[src/rtl/fifo_rd_stream_adapter.sv]
`default_nettype none
// ============================================================================
// Module      : fifo_rd_stream_adapter
// Description : Read-side adapter between a synchronous FIFO (one-cycle read
//               latency) and a valid/ready stream consumer. Reads are issued
//               only when the 2-entry skid buffer has room for the returned
//               word, so nothing is lost under back-pressure. Returned words
//               flagged by fifo_underflow are discarded and recorded.
// Ports       : clk, rst_n (async, active-low), flush (sync drop of buffered
//               and in-flight words); FIFO side: fifo_data_out, fifo_empty,
//               fifo_underflow in, fifo_rd_en out; stream side: m_data,
//               m_valid out, m_ready in; status: underflow_seen (sticky),
//               beat_cnt, underflow_cnt (saturating statistics).
// Config      : define FIFO_RD_ADAPTER_STATS_EN to build the statistics
//               counters; otherwise beat_cnt/underflow_cnt read as zero.
// Revision    : 1.0 - initial release
// ============================================================================
module fifo_rd_stream_adapter #(
    parameter int FIFO_WIDTH = 16
) (
    input  logic                  clk,
    input  logic                  rst_n,
    input  logic                  flush,
    input  logic [FIFO_WIDTH-1:0] fifo_data_out,
    input  logic                  fifo_empty,
    input  logic                  fifo_underflow,
    output logic                  fifo_rd_en,
    output logic [FIFO_WIDTH-1:0] m_data,
    output logic                  m_valid,
    input  logic                  m_ready,
    output logic                  underflow_seen,
    output logic [15:0]           beat_cnt,
    output logic [15:0]           underflow_cnt
);

    // Skid occupancy; the encoding equals the number of held words.
    localparam logic [1:0] S_EMPTY = 2'd0;
    localparam logic [1:0] S_ONE   = 2'd1;
    localparam logic [1:0] S_TWO   = 2'd2;

    logic [1:0]            state_q, state_d;
    logic                  inflight_q;
    logic                  head_q, head_d;
    logic                  tail_q, tail_d;
    logic [FIFO_WIDTH-1:0] mem_q [2];
    logic                  uf_seen_q;

    logic                  pop;
    logic                  push;
    logic                  uf_drop;
    logic [2:0]            held;

    assign pop = m_valid & m_ready;

    // A return landing in the flush cycle is neither stored nor counted.
    assign push    = inflight_q & ~flush & ~fifo_underflow;
    assign uf_drop = inflight_q & ~flush &  fifo_underflow;

    // Words that will be owned after this edge if a read is not issued now.
    // pop implies at least one buffered word, so this never goes negative.
    assign held = {1'b0, state_q} + {2'b00, inflight_q} - {2'b00, pop};

    // ------------------------------------------------------------------
    // State register
    // ------------------------------------------------------------------
    always_ff @(posedge clk or negedge rst_n) begin
        if (!rst_n) begin
            state_q    <= S_EMPTY;
            inflight_q <= 1'b0;
            head_q     <= 1'b0;
            tail_q     <= 1'b0;
            mem_q[0]   <= '0;
            mem_q[1]   <= '0;
            uf_seen_q  <= 1'b0;
        end else begin
            state_q    <= state_d;
            inflight_q <= fifo_rd_en;
            head_q     <= head_d;
            tail_q     <= tail_d;
            if (push) begin
                mem_q[tail_q] <= fifo_data_out;
            end
            if (uf_drop) begin
                uf_seen_q <= 1'b1;
            end
        end
    end

    // ------------------------------------------------------------------
    // Next-state logic
    // ------------------------------------------------------------------
    always_comb begin
        state_d = state_q;
        head_d  = head_q ^ pop;
        tail_d  = tail_q ^ push;
        if (flush) begin
            state_d = S_EMPTY;
            head_d  = 1'b0;
            tail_d  = 1'b0;
        end else begin
            case (state_q)
                S_EMPTY: if (push)          state_d = S_ONE;
                S_ONE: begin
                    if (push && !pop)       state_d = S_TWO;
                    else if (pop && !push)  state_d = S_EMPTY;
                end
                S_TWO:   if (pop && !push)  state_d = S_ONE;
                default:                    state_d = S_EMPTY;
            endcase
        end
    end

    // ------------------------------------------------------------------
    // Outputs
    // ------------------------------------------------------------------
    always_comb begin
        m_valid    = (state_q != S_EMPTY);
        m_data     = mem_q[head_q];
        // Combinational through m_ready so a full buffer being drained
        // this cycle can still keep the read pipeline busy.
        fifo_rd_en = rst_n & ~flush & ~fifo_empty & (held < 3'd2);
    end

    assign underflow_seen = uf_seen_q;

`ifdef FIFO_RD_ADAPTER_STATS_EN
    logic [15:0] beat_cnt_q;
    logic [15:0] uf_cnt_q;

    always_ff @(posedge clk or negedge rst_n) begin
        if (!rst_n) begin
            beat_cnt_q <= '0;
            uf_cnt_q   <= '0;
        end else begin
            if (pop && (beat_cnt_q != 16'hFFFF)) begin
                beat_cnt_q <= beat_cnt_q + 16'd1;
            end
            if (uf_drop && (uf_cnt_q != 16'hFFFF)) begin
                uf_cnt_q <= uf_cnt_q + 16'd1;
            end
        end
    end

    assign beat_cnt      = beat_cnt_q;
    assign underflow_cnt = uf_cnt_q;
`else
    assign beat_cnt      = 16'd0;
    assign underflow_cnt = 16'd0;
`endif

endmodule
`default_nettype wire

[config.mk]
export PLATFORM = sky130hd
export DESIGN_NAME = fifo_rd_stream_adapter
export DESIGN_NICKNAME = d
export VERILOG_FILES = /design/src/rtl/fifo_rd_stream_adapter.sv
export SDC_FILE = /design/constraint.sdc
export NUM_CORES = 1
export LEC_CHECK = 0
export ABC_AREA = 1
export BUFFER_PORTS_ARGS = -buffer_cell sky130_fd_sc_hd__buf_2
export CAP_MARGIN = 15
export CORE_ASPECT_RATIO = 1.25
export CORE_MARGIN = 2
export CORE_UTILIZATION = 39
export CTS_BUF_LIST = sky130_fd_sc_hd__clkbuf_8
export CTS_CLUSTER_DIAMETER = 100
export DETAILED_ROUTE_END_ITERATION = 6
export GPL_TIMING_DRIVEN = 0
export PLACE_DENSITY = 0.65
export SKIP_CTS_REPAIR_TIMING = 1
export SLEW_MARGIN = 15
export SYNTH_ARGS = -nofsm -noshare
export SYNTH_HDL_FRONTEND = slang
export SYNTH_SLANG_ARGS = --single-unit
[constraint.sdc]
create_clock -name clk -period 2.4 [get_ports clk]
set_input_delay 0.36 -clock clk [delete_from_list [all_inputs] [get_ports clk]]
set_output_delay 0.36 -clock clk [all_outputs]
set_load 0.05 [all_outputs]
==> qor.tcl, run 1 <==
set qor(grt_use_met3_pct) 5.36
set qor(peakVddDrop_mv) 0.479
set qor(maxCapViolations) 0
set qor(routed_via_density) 4.25
set qor(drt_wl_total_um) 3920
set qor(clock_sinks) 38
set qor(power.sequential.fraction_pct) 29.8
set qor(row_count) 29
set qor(post-dp-hpwl_um) 2860
set qor(netlist.top_cell.by_area) {dfrtp_1}
set qor(port_buffers) 40
set qor(timing.final.ws_setup_ps) -237
set qor(ant_nets) 0
set qor(post-route-drc-count) 0
set qor(worst_hold_path_type) {primary input to async pin}
set qor(synth.cell_area_mm2) 0.00202
set qor(synth_seq_area_share_pct) 47.2
set qor(ff_latch_count_synth) 38
set qor(finalSetupViolations) 1
set qor(grt_setup_unrepaired) {true}
set qor(violations) {setup timing}
set qor(cp_max_fo) 4
set qor(syn2layout_area_growth_pct) 31.0
set qor(postLayoutCoreUtil_pct) 52.4
set qor(post_route_cells_drive_above_1_share_pct) 37.6
set qor(fp.dieW_um) 68.3
set qor(fin_tns_setup_ps) -237
set qor(grt_pass1_vias) 1401
set qor(die_height_um) 84.4
set qor(crit_required_ps) 2040
set qor(maxClockFrequency_ghz) 0.379
set qor(worstMarginPinSlew_ps) 879
set qor(share_clk_of_total_power_pct) 22.7
set qor(globalRouteTotalUtil_pct) 15.2
set qor(initialDrtViolationCount) 77
set qor(initial_core_util_pct) 40.0
set qor(timing.final.max_slew_violations) 0
set qor(crit_type) {flip-flop to output pin}
set qor(run_status) {complete, but fails checks}
set qor(synth_area_leaders) {dfrtp_1, buf_4, o21ai_0, nand2_1, mux2_1}
set qor(dr.pass1.iters) 4
set qor(core-area_mm2) 0.00504
set qor(area_of_the_die_mm2) 0.00576
set qor(grt_max_degree) 40
set qor(routabilityCongestion) 0.709
set qor(cts_htree_levels) 2
set qor(clk_pin_slew_worst_paths_ps) 70
set qor(wl_per_cell_um) 11.0
set qor(reported_leakage_power_nw) 1.41
set qor(clock_skew_ps) 4.52
set qor(num_vias) 1518
set qor(met1_usage_pct) 19.3
set qor(synth_top_area_share_pct) 47.2
set qor(postSynthCellCount) 213
set qor(cts_tree) {yes}
set qor(power.net_switching_mw) 1.34
set qor(power.switching_fraction_pct) 46.0
set qor(global_route_wire_length_before_repair_um) 6530
set qor(final_hold_viol_count) 0
set qor(crit_path_start_kind) {flip-flop}
set qor(final_min_period_over_clock_period_pct) 110
set qor(worstPathArrival_ps) 2280
set qor(number_of_antenna_violations_at_the_first_check_in_global_routing) 0
set qor(final.min_clock_period_ps) 2640
set qor(boundaryPins) 73
set qor(synth.yosys.warnings) 0
set qor(syn_area_per_cell_um2) 9.46
set qor(grt_most_used_layer) {met2}
set qor(clockRootBuffer) {clkbuf_8}
set qor(gr-usage-met2_pct) 23.8
set qor(number_of_buffers_inserted_during_clock_tree_synthesis) 5
set qor(endpoint_kind) {output pin}
set qor(totalPowerFinal_mw) 2.92
set qor(fill_cells) 491
set qor(power.combinational.fraction_pct) 47.5
set qor(antenna-diode-count) 0
set qor(insertion_delay_of_the_later_clocked_pin_in_the_worst_skew_pair_ps) 280
set qor(yosys.cell_types.count) 28
set qor(nets) 319
set qor(globalRouteOverflowTotal) 0
set qor(dp_worst_setup_slack_ps) -100
set qor(cellInternalPower_mw) 1.58
set qor(power_density_mw_per_mm2) 1100
set qor(maxSlewHeadroom_pct) 41.4
set qor(cts-root-to-sink-buffers) 2
==> cell usage after synthesis (all sizes together) <==
library cell and count:
nand2 43, dfrtp 38, buf 34, o21ai 34
inv 22, mux2 16, clkbuf 6, nor2 5
ha 2, nand3 2, nand4 2, a21oi 1
a31o 1, clkinv 1, conb 1, fa 1
nor3 1, nor4 1, o31ai 1, xor2 1
==> state kept, by name, summed over array words and instances (netlist names) <==
signal,count
mem_q,32
state_q,2
head_q,1
inflight_q,1
tail_q,1
underflow_seen,1
==> final timing paths <==
path                                            start                          to  slack (ps)  cells past startpoint
setup / recovery               state_q[0]$_DFFE_PN0P_                  fifo_rd_en        -240                     10
hold reg to reg            underflow_seen$_DFFE_PN0P_  underflow_seen$_DFFE_PN0P_         480                      1
setup reg to reg               state_q[0]$_DFFE_PN0P_        inflight_q$_DFF_PN0_         500                      9
hold / removal                                  rst_n  underflow_seen$_DFFE_PN0P_         190                      1
min in group clk                           fifo_empty        inflight_q$_DFF_PN0_         260                      2
max in group asynchronous                       rst_n      state_q[0]$_DFFE_PN0P_        1600                      1
==> critical path: stages, from the launching register on <==
cell,delay [ps]
dfrtp_2,450
inv_4,100
nand2_8,60
nand2_8,80
inv_8,40
nor2_4,70
o21ai_2,60
fa_1,550
nand2_2,70
nor4_4,310
buf_6,200
==> logic make-up (layout without fill, tap and decap cells) <==
logic type	Yosys count	in the layout	share of synthesized area (%)
fa+ha+maj	3	3	2.23
other cells	1	32	0.186
mux	16	16	8.94
buf+inv	63	114	18.1
xor+xnor	1	1	0.435
compound gates	37	37	9.50
simple gates	54	54	13.4
flops	38	38	47.2
==> cell type report <==
cell class                 instances  area [um2]  area share (%)
sequential                        38         953            36.1
multi-input combinational        143         865            32.7
buffer                            40         275            10.4
timing repair buffer              43         229            8.67
inverter                          23        98.8            3.74
clock buffer                       6        82.6            3.13
tap                               62        77.6            2.94
clock inverter                     2        60.1            2.27
==> through the flow <==
stage | cells | cell area (um2) | hold slack (ps)
5_1_grt | 357 | 2640 | 251
3_3_place_gp | 346 | 2450 | 455
6_report | 357 | 2640 | 194
4_1_cts | 354 | 2600 | 212
3_5_place_dp | 346 | 2450 | 458
2_1_floorplan | 244 | 2180 | 64.4
==> metal layers <==
layer,part of all wire (%),routed length (um)
met2,47,1860
met3,8.9,349
met5,0,0
met4,1.8,72
met1,42,1630
==> power by group through the flow <==
stage,clock (mW),combinational [mW],sequential [mW]
6_report,0.662,1.39,0.870
5_1_grt,0.712,1.49,0.885
4_1_cts,0.682,1.36,0.869
3_5_place_dp,0,1.36,0.881
3_3_place_gp,0,1.35,0.877
2_1_floorplan,0,1.06,0.894
==> placed cells by master (no fill, tap or decap), types with 2 or more instances in the layout <==
cell type / n
inv_2: 2
nand3_1: 2
nor2_1: 2
nand2_8: 2
mux2_2: 6
conb_1: 32
o21ai_0: 32
clkbuf_1: 6
buf_4: 36
nand2_1: 36
mux2_1: 10
dfrtp_2: 2
bufinv_16: 2
clkbuf_8: 6
inv_4: 2
inv_1: 18
ha_1: 2
nand4_1: 2
nand2_2: 2
buf_2: 40
nand2_4: 3
dfrtp_1: 36
Note: power is estimated with default switching activity, not from simulation.
==> inputs of run 2 (changes only) <==
--- a/constraint.sdc
+++ b/constraint.sdc
@@ -3,2 +3,2 @@
 set_output_delay 0.36 -clock clk [all_outputs]
-set_load 0.05 [all_outputs]
+set_load 0.02 [all_outputs]
==> run 2 against run 1 <==
Net effect:
- the run still ends with setup timing left
- first-iteration DRC count decreased by 43%
- sequential share of layout area increased by 0.56 points
- sequential power about the same
- non-clock buffer count is the same
- combinational power shrank 35%
- via count increased by 0.86%
- maximum frequency up 1.7%
- die area stayed put
- clock-buffer cell count stayed put
- critical path depth did not move
- utilization down 0.79 points
- hold slack got worse by 4.9 ps
- critical path type unchanged
- largest power group unchanged
==> qor.tcl, run 2 (synthesized netlist as in run 1, its figures left out) <==
set qor(timing.final.max_slew_violations) 0
set qor(cts_tree) {yes}
set qor(largest_register_ff_count) 32
set qor(mostFrequentLayoutCell) {buf_2}
set qor(die_height_um) 84.4
set qor(power.switching_fraction_pct) 36.1
set qor(final_hold_viol_count) 0
set qor(boundaryPins) 73
set qor(dp_worst_setup_slack_ps) 15.0
set qor(crit_required_ps) 2040
set qor(core-area_mm2) 0.00504
set qor(area_of_the_die_mm2) 0.00576
set qor(global_route_wire_length_before_repair_um) 6490
set qor(register_with_the_most_flip_flops) {mem_q}
set qor(worst_hold_path_type) {primary input to async pin}
set qor(reported_leakage_power_nw) 1.41
set qor(port_buffers) 40
set qor(clock_sinks) 38
set qor(cp_max_fo) 6
set qor(antenna-diode-count) 0
set qor(maxSlewHeadroom_pct) 41.8
set qor(run_status) {complete, but fails checks}
set qor(fp.dieW_um) 68.3
set qor(insertion_delay_of_the_later_clocked_pin_in_the_worst_skew_pair_ps) 290
set qor(post-route-drc-count) 0
set qor(num_vias) 1531
set qor(maxClockFrequency_ghz) 0.386
set qor(grt_max_degree) 40
set qor(crit_path_start_kind) {flip-flop}
set qor(power.net_switching_mw) 0.882
set qor(ant_nets) 0
set qor(finalHoldWorstSlack_ps) 189
set qor(worstPathArrival_ps) 2230
set qor(grt_pass1_vias) 1439
set qor(clockRootBuffer) {clkbuf_8}
set qor(fill_cells) 499
set qor(reg.largest.list) {mem_q: 32 flops, state_q: 2 flops}
set qor(number_of_buffers_inserted_during_clock_tree_synthesis) 5
set qor(critical-path-max-stage-delay_ps) 480
set qor(dr.pass1.iters) 4
set qor(clock_skew_ps) 8.11
set qor(endpoint_kind) {output pin}
set qor(power.combinational.fraction_pct) 37.1
set qor(cts-root-to-sink-buffers) 2
set qor(worstMarginPinSlew_ps) 874
set qor(number_of_antenna_violations_at_the_first_check_in_global_routing) 0
set qor(crit_path_cell_trace) {inv_2, nand2_4, nand2_4, inv_6, nor2_4, o21ai_2, fa_1, nand2_1, nor4_2, buf_2}
set qor(post-dp-hpwl_um) 2860
set qor(final_min_period_over_clock_period_pct) 108
set qor(setup.reg_to_reg.worst_slack_ps) 570
set qor(wl_per_cell_um) 11.2
set qor(initial_core_util_pct) 40.0
set qor(fin_tns_setup_ps) -193
set qor(power.sequential.fraction_pct) 35.5
set qor(globalRouteTotalUtil_pct) 15.2
set qor(initialDrtViolationCount) 44
set qor(cts_htree_levels) 2
set qor(nets) 319
set qor(clk_pin_slew_worst_paths_ps) 80
set qor(power_density_mw_per_mm2) 940
set qor(peakVddDrop_mv) 0.451
set qor(routed_via_density) 4.29
set qor(cell_occurring_most_often_along_the_worst_timing_path) {nand2_4}
set qor(crit_type) {flip-flop to output pin}
set qor(routabilityCongestion) 0.705
set qor(final.min_clock_period_ps) 2590
set qor(globalRouteOverflowTotal) 0
set qor(violations) {setup timing}
set qor(maxCapViolations) 0
set qor(cp_slowest_cell) {fa_1}
set qor(totalPowerFinal_mw) 2.44
set qor(finalSetupViolations) 1
set qor(row_count) 29
set qor(timing.final.ws_setup_ps) -193
set qor(share_clk_of_total_power_pct) 27.4
set qor(post_route_cells_drive_above_1_share_pct) 37.3
set qor(drt_wl_total_um) 4010
set qor(layout.cells.most_common_list) {buf_2, nand2_1, buf_4, dfrtp_1}
set qor(grt_setup_unrepaired) {true}
set qor(cellInternalPower_mw) 1.56
set qor(syn2layout_area_growth_pct) 29.1
-- run 2: stage by stage --
step	instances	utilization, %	area (um2)
final	357	51.6	2600
after global routing	357	51.6	2600
after CTS	354	50.7	2560
after detailed placement	346	47.9	2420
after global placement	346	47.9	2420
after floorplan	244	-	2140
-- run 2: metal layers --
metal / wire length [um] / vias to the layer above / global-route usage, %
met3: 307 / 7 / 5.63
met1: 1610 / 696 / 17.8
met5: 0 / - / 0
met4: 51 / 0 / 4.91
li1: - / 773 / -
met2: 2040 / 55 / 25.4
-- run 2: critical path: cells and delay by family, from the launching register on --
family / cells / cell delay [ps]
AO/OA/AOI/OAI: 1 / 60
adder cells (fa/ha/maj): 1 / 480
buffers and inverters: 3 / 360
flip-flops: 1 / 450
AND/OR/NAND/NOR: 5 / 590
-- run 2: power by group through the flow --
stage / clock (mW) / combinational (mW) / sequential [mW]
2_1_floorplan: 0 / 0.600 / 0.876
3_3_place_gp: 0 / 0.866 / 0.878
3_5_place_dp: 0 / 0.879 / 0.879
4_1_cts: 0.684 / 0.881 / 0.867
5_1_grt: 0.720 / 1.01 / 0.891
6_report: 0.670 / 0.907 / 0.867
-- run 2: area by class of cell --
type	instances	area [um2]	share of cell area (%)
Multi-Input combinational cell	143	836	32.1
Buffer	40	275	10.6
Inverter	23	93.8	3.61
Tap cell	62	77.6	2.98
Sequential cell	38	953	36.7
Timing Repair Buffer	43	223	8.56
Clock buffer	6	82.6	3.17
Clock inverter	2	60.1	2.31
-- run 2: worst paths after layout --
check                                                start                         end  cells after the start
worst max-delay path                state_q[1]$_DFFE_PN0P_                  fifo_rd_en                     10
worst max register to register      state_q[1]$_DFFE_PN0P_        inflight_q$_DFF_PN0_                      9
worst min-delay path                                 rst_n        mem_q[0]$_DFFE_PN0P_                      1
worst min register to register  underflow_seen$_DFFE_PN0P_  underflow_seen$_DFFE_PN0P_                      1
min in group clk                                fifo_empty        inflight_q$_DFF_PN0_                      2
max in group asynchronous                            rst_n      state_q[1]$_DFFE_PN0P_                      1
==> inputs of run 3 (changes only) <==
CELL_PAD_IN_SITES_DETAIL_PLACEMENT = 0   (was default)
CELL_PAD_IN_SITES_GLOBAL_PLACEMENT = 2   (was default)
CORE_UTILIZATION = 30   (was 39)
PLACE_DENSITY = default   (was 0.65)
PLACE_DENSITY_LB_ADDON = 0.1   (was default)
==> run 3 against run 2 <==
Net effect:
- the flow still finishes with violations (setup timing)
- highest routed layer unchanged
- via count shrank 0.85%
- total power shrank 6.2%
- critical path type unchanged
- critical endpoint unchanged
- cell count grew 7.3%
==> qor.tcl, run 3 (synthesized netlist as in run 1, its figures left out) <==
set qor(dr.pass1.iters) 4
set qor(layout.cells.most_common_list) {buf_2, buf_4, nand2_1, dfrtp_1}
set qor(timing.final.max_slew_violations) 0
set qor(insertion_delay_of_the_later_clocked_pin_in_the_worst_skew_pair_ps) 280
set qor(reported_leakage_power_nw) 1.40
set qor(grt_use_met3_pct) 2.46
set qor(largest_register_ff_count) 32
set qor(port_buffers) 40
set qor(mostFrequentLayoutCell) {buf_2}
set qor(power_density_mw_per_mm2) 876
set qor(cell_occurring_most_often_along_the_worst_timing_path) {nand2_4}
set qor(routabilityCongestion) 0.726
set qor(number_of_antenna_violations_at_the_first_check_in_global_routing) 0
set qor(initial_core_util_pct) 30.9
set qor(met1_usage_pct) 13.9
set qor(grt_most_used_layer) {met2}
set qor(peakVddDrop_mv) 0.354
set qor(nets) 320
set qor(final-seq-area_um2) 953
set qor(post-route-drc-count) 0
set qor(place_inst) 371
set qor(number_of_buffers_inserted_during_clock_tree_synthesis) 5
set qor(worstMarginPinSlew_ps) 899
set qor(maxSlewHeadroom_pct) 40.0
set qor(grt_setup_unrepaired) {true}
set qor(routed_via_density) 3.96
set qor(timing.final.ws_setup_ps) -166
set qor(globalRouteOverflowTotal) 0
set qor(fin_tns_setup_ps) -166
set qor(final.min_clock_period_ps) 2570
set qor(final_min_period_over_clock_period_pct) 107
set qor(drt_wl_total_um) 4330
set qor(worstPathArrival_ps) 2210
set qor(die_height_um) 95.6
set qor(instances_no_fill) 383
set qor(violations) {setup timing}
set qor(crit_path_cell_trace) {inv_2, nand2_4, nand2_4, inv_4, nor2_4, o21ai_2, fa_1, nand2_2, nor4_4, buf_4}
set qor(crit_path_start_kind) {flip-flop}
set qor(core-area_mm2) 0.00652
set qor(antenna-diode-count) 0
set qor(r2r_end) {inflight_q$_DFF_PN0_}
set qor(worst_hold_path_type) {primary input to async pin}
set qor(fp.dieW_um) 77.3
set qor(reg2reg_from) {state_q[1]$_DFFE_PN0P_}
set qor(register_with_the_most_flip_flops) {mem_q}
set qor(cts_tree) {yes}
set qor(endpoint_kind) {output pin}
set qor(fill_cells) 721
set qor(clk_pin_slew_worst_paths_ps) 70
set qor(final_hold_viol_count) 0
set qor(row_count) 33
set qor(num_vias) 1518
set qor(clockRootBuffer) {clkbuf_8}
set qor(crit_required_ps) 2040
set qor(run_status) {complete, but fails checks}
set qor(r2r_cells) 9
set qor(cts_htree_levels) 2
set qor(boundaryPins) 73
set qor(global_route_wire_length_before_repair_um) 6790
set qor(cts-root-to-sink-buffers) 2
set qor(gr-usage-met2_pct) 21.5
set qor(area_of_the_die_mm2) 0.00739
set qor(wl_per_cell_um) 11.3
set qor(setup.reg_to_reg.worst_slack_ps) 560
set qor(maxCapViolations) 0
set qor(maxClockFrequency_ghz) 0.390
set qor(multiInputGateArea_um2) 847
set qor(reg.largest.list) {mem_q: 32 flops, state_q: 2 flops}
set qor(initialDrtViolationCount) 45
set qor(finalSetupViolations) 1
set qor(cp_max_fo) 6
set qor(grt_pass1_vias) 1435
set qor(syn2layout_area_growth_pct) 29.9
set qor(grt_max_degree) 40
set qor(totalPowerFinal_mw) 2.29
set qor(clock_skew_ps) 4.23
set qor(post-dp-hpwl_um) 3090
set qor(clock_sinks) 38
set qor(post_route_cells_drive_above_1_share_pct) 37.8
set qor(crit_type) {flip-flop to output pin}
set qor(critical-path-max-stage-delay_ps) 500
set qor(cp_slowest_cell) {fa_1}
set qor(globalRouteTotalUtil_pct) 12.0
set qor(ant_nets) 0
run 3: critical path: cells and delay by family, from the launching register on:
| kind | cells | cell delay [ps] |
|---|---|---|
| adders and majority gates | 1 | 500 |
| DFF | 1 | 450 |
| and+or+nand+nor | 5 | 580 |
| buffers and inverters | 3 | 320 |
| AOI/OAI and AO/OA | 1 | 60 |
run 3: how the worst max path moves through the flow:
| stage | startpoint | end | cells after the start |
|---|---|---|---|
| floorplan | state_q[1]$_DFFE_PN0P_ | fifo_rd_en | 8 |
| global placement | state_q[1]$_DFFE_PN0P_ | fifo_rd_en | 9 |
| detailed placement | state_q[1]$_DFFE_PN0P_ | fifo_rd_en | 9 |
| CTS | state_q[1]$_DFFE_PN0P_ | fifo_rd_en | 9 |
| global route | state_q[1]$_DFFE_PN0P_ | fifo_rd_en | 10 |
| finish | state_q[1]$_DFFE_PN0P_ | fifo_rd_en | 10 |
run 3: area by class of cell:
class	instances	area share, %
tap	87	4.16
timing repair buffer	44	8.89
clock buffer	8	4.20
buffer	40	10.5
inverter	23	3.49
sequential	38	36.4
multi-input combinational	143	32.3
run 3: power by group:
part / switching, mW / internal (mW)
combinational: 0.597 / 0.320
sequential: 0.0618 / 0.808
clock: 0.216 / 0.290
total: 0.875 / 1.42
run 3: stage by stage:
stage                     hold slack (ps)  utilization (%)  instance area (um2)  worst slack (ps)
final                                 195             40.1                 2620              -166
after global routing                  247             40.1                 2620              -313
after CTS                             234             39.2                 2560              -385
after detailed placement              463             37.5                 2450             -43.5
after global placement                467             37.5                 2450             -21.1
after floorplan                      64.4                -                 2140              50.4
run 3: per-layer routing:
layer	wire [um]	part of all wire, %	up-vias
met5	0	0	-
li1	-	-	771
met1	1790	41	708
met4	53	1.2	0
met2	2280	53	34
met3	205	4.7	5
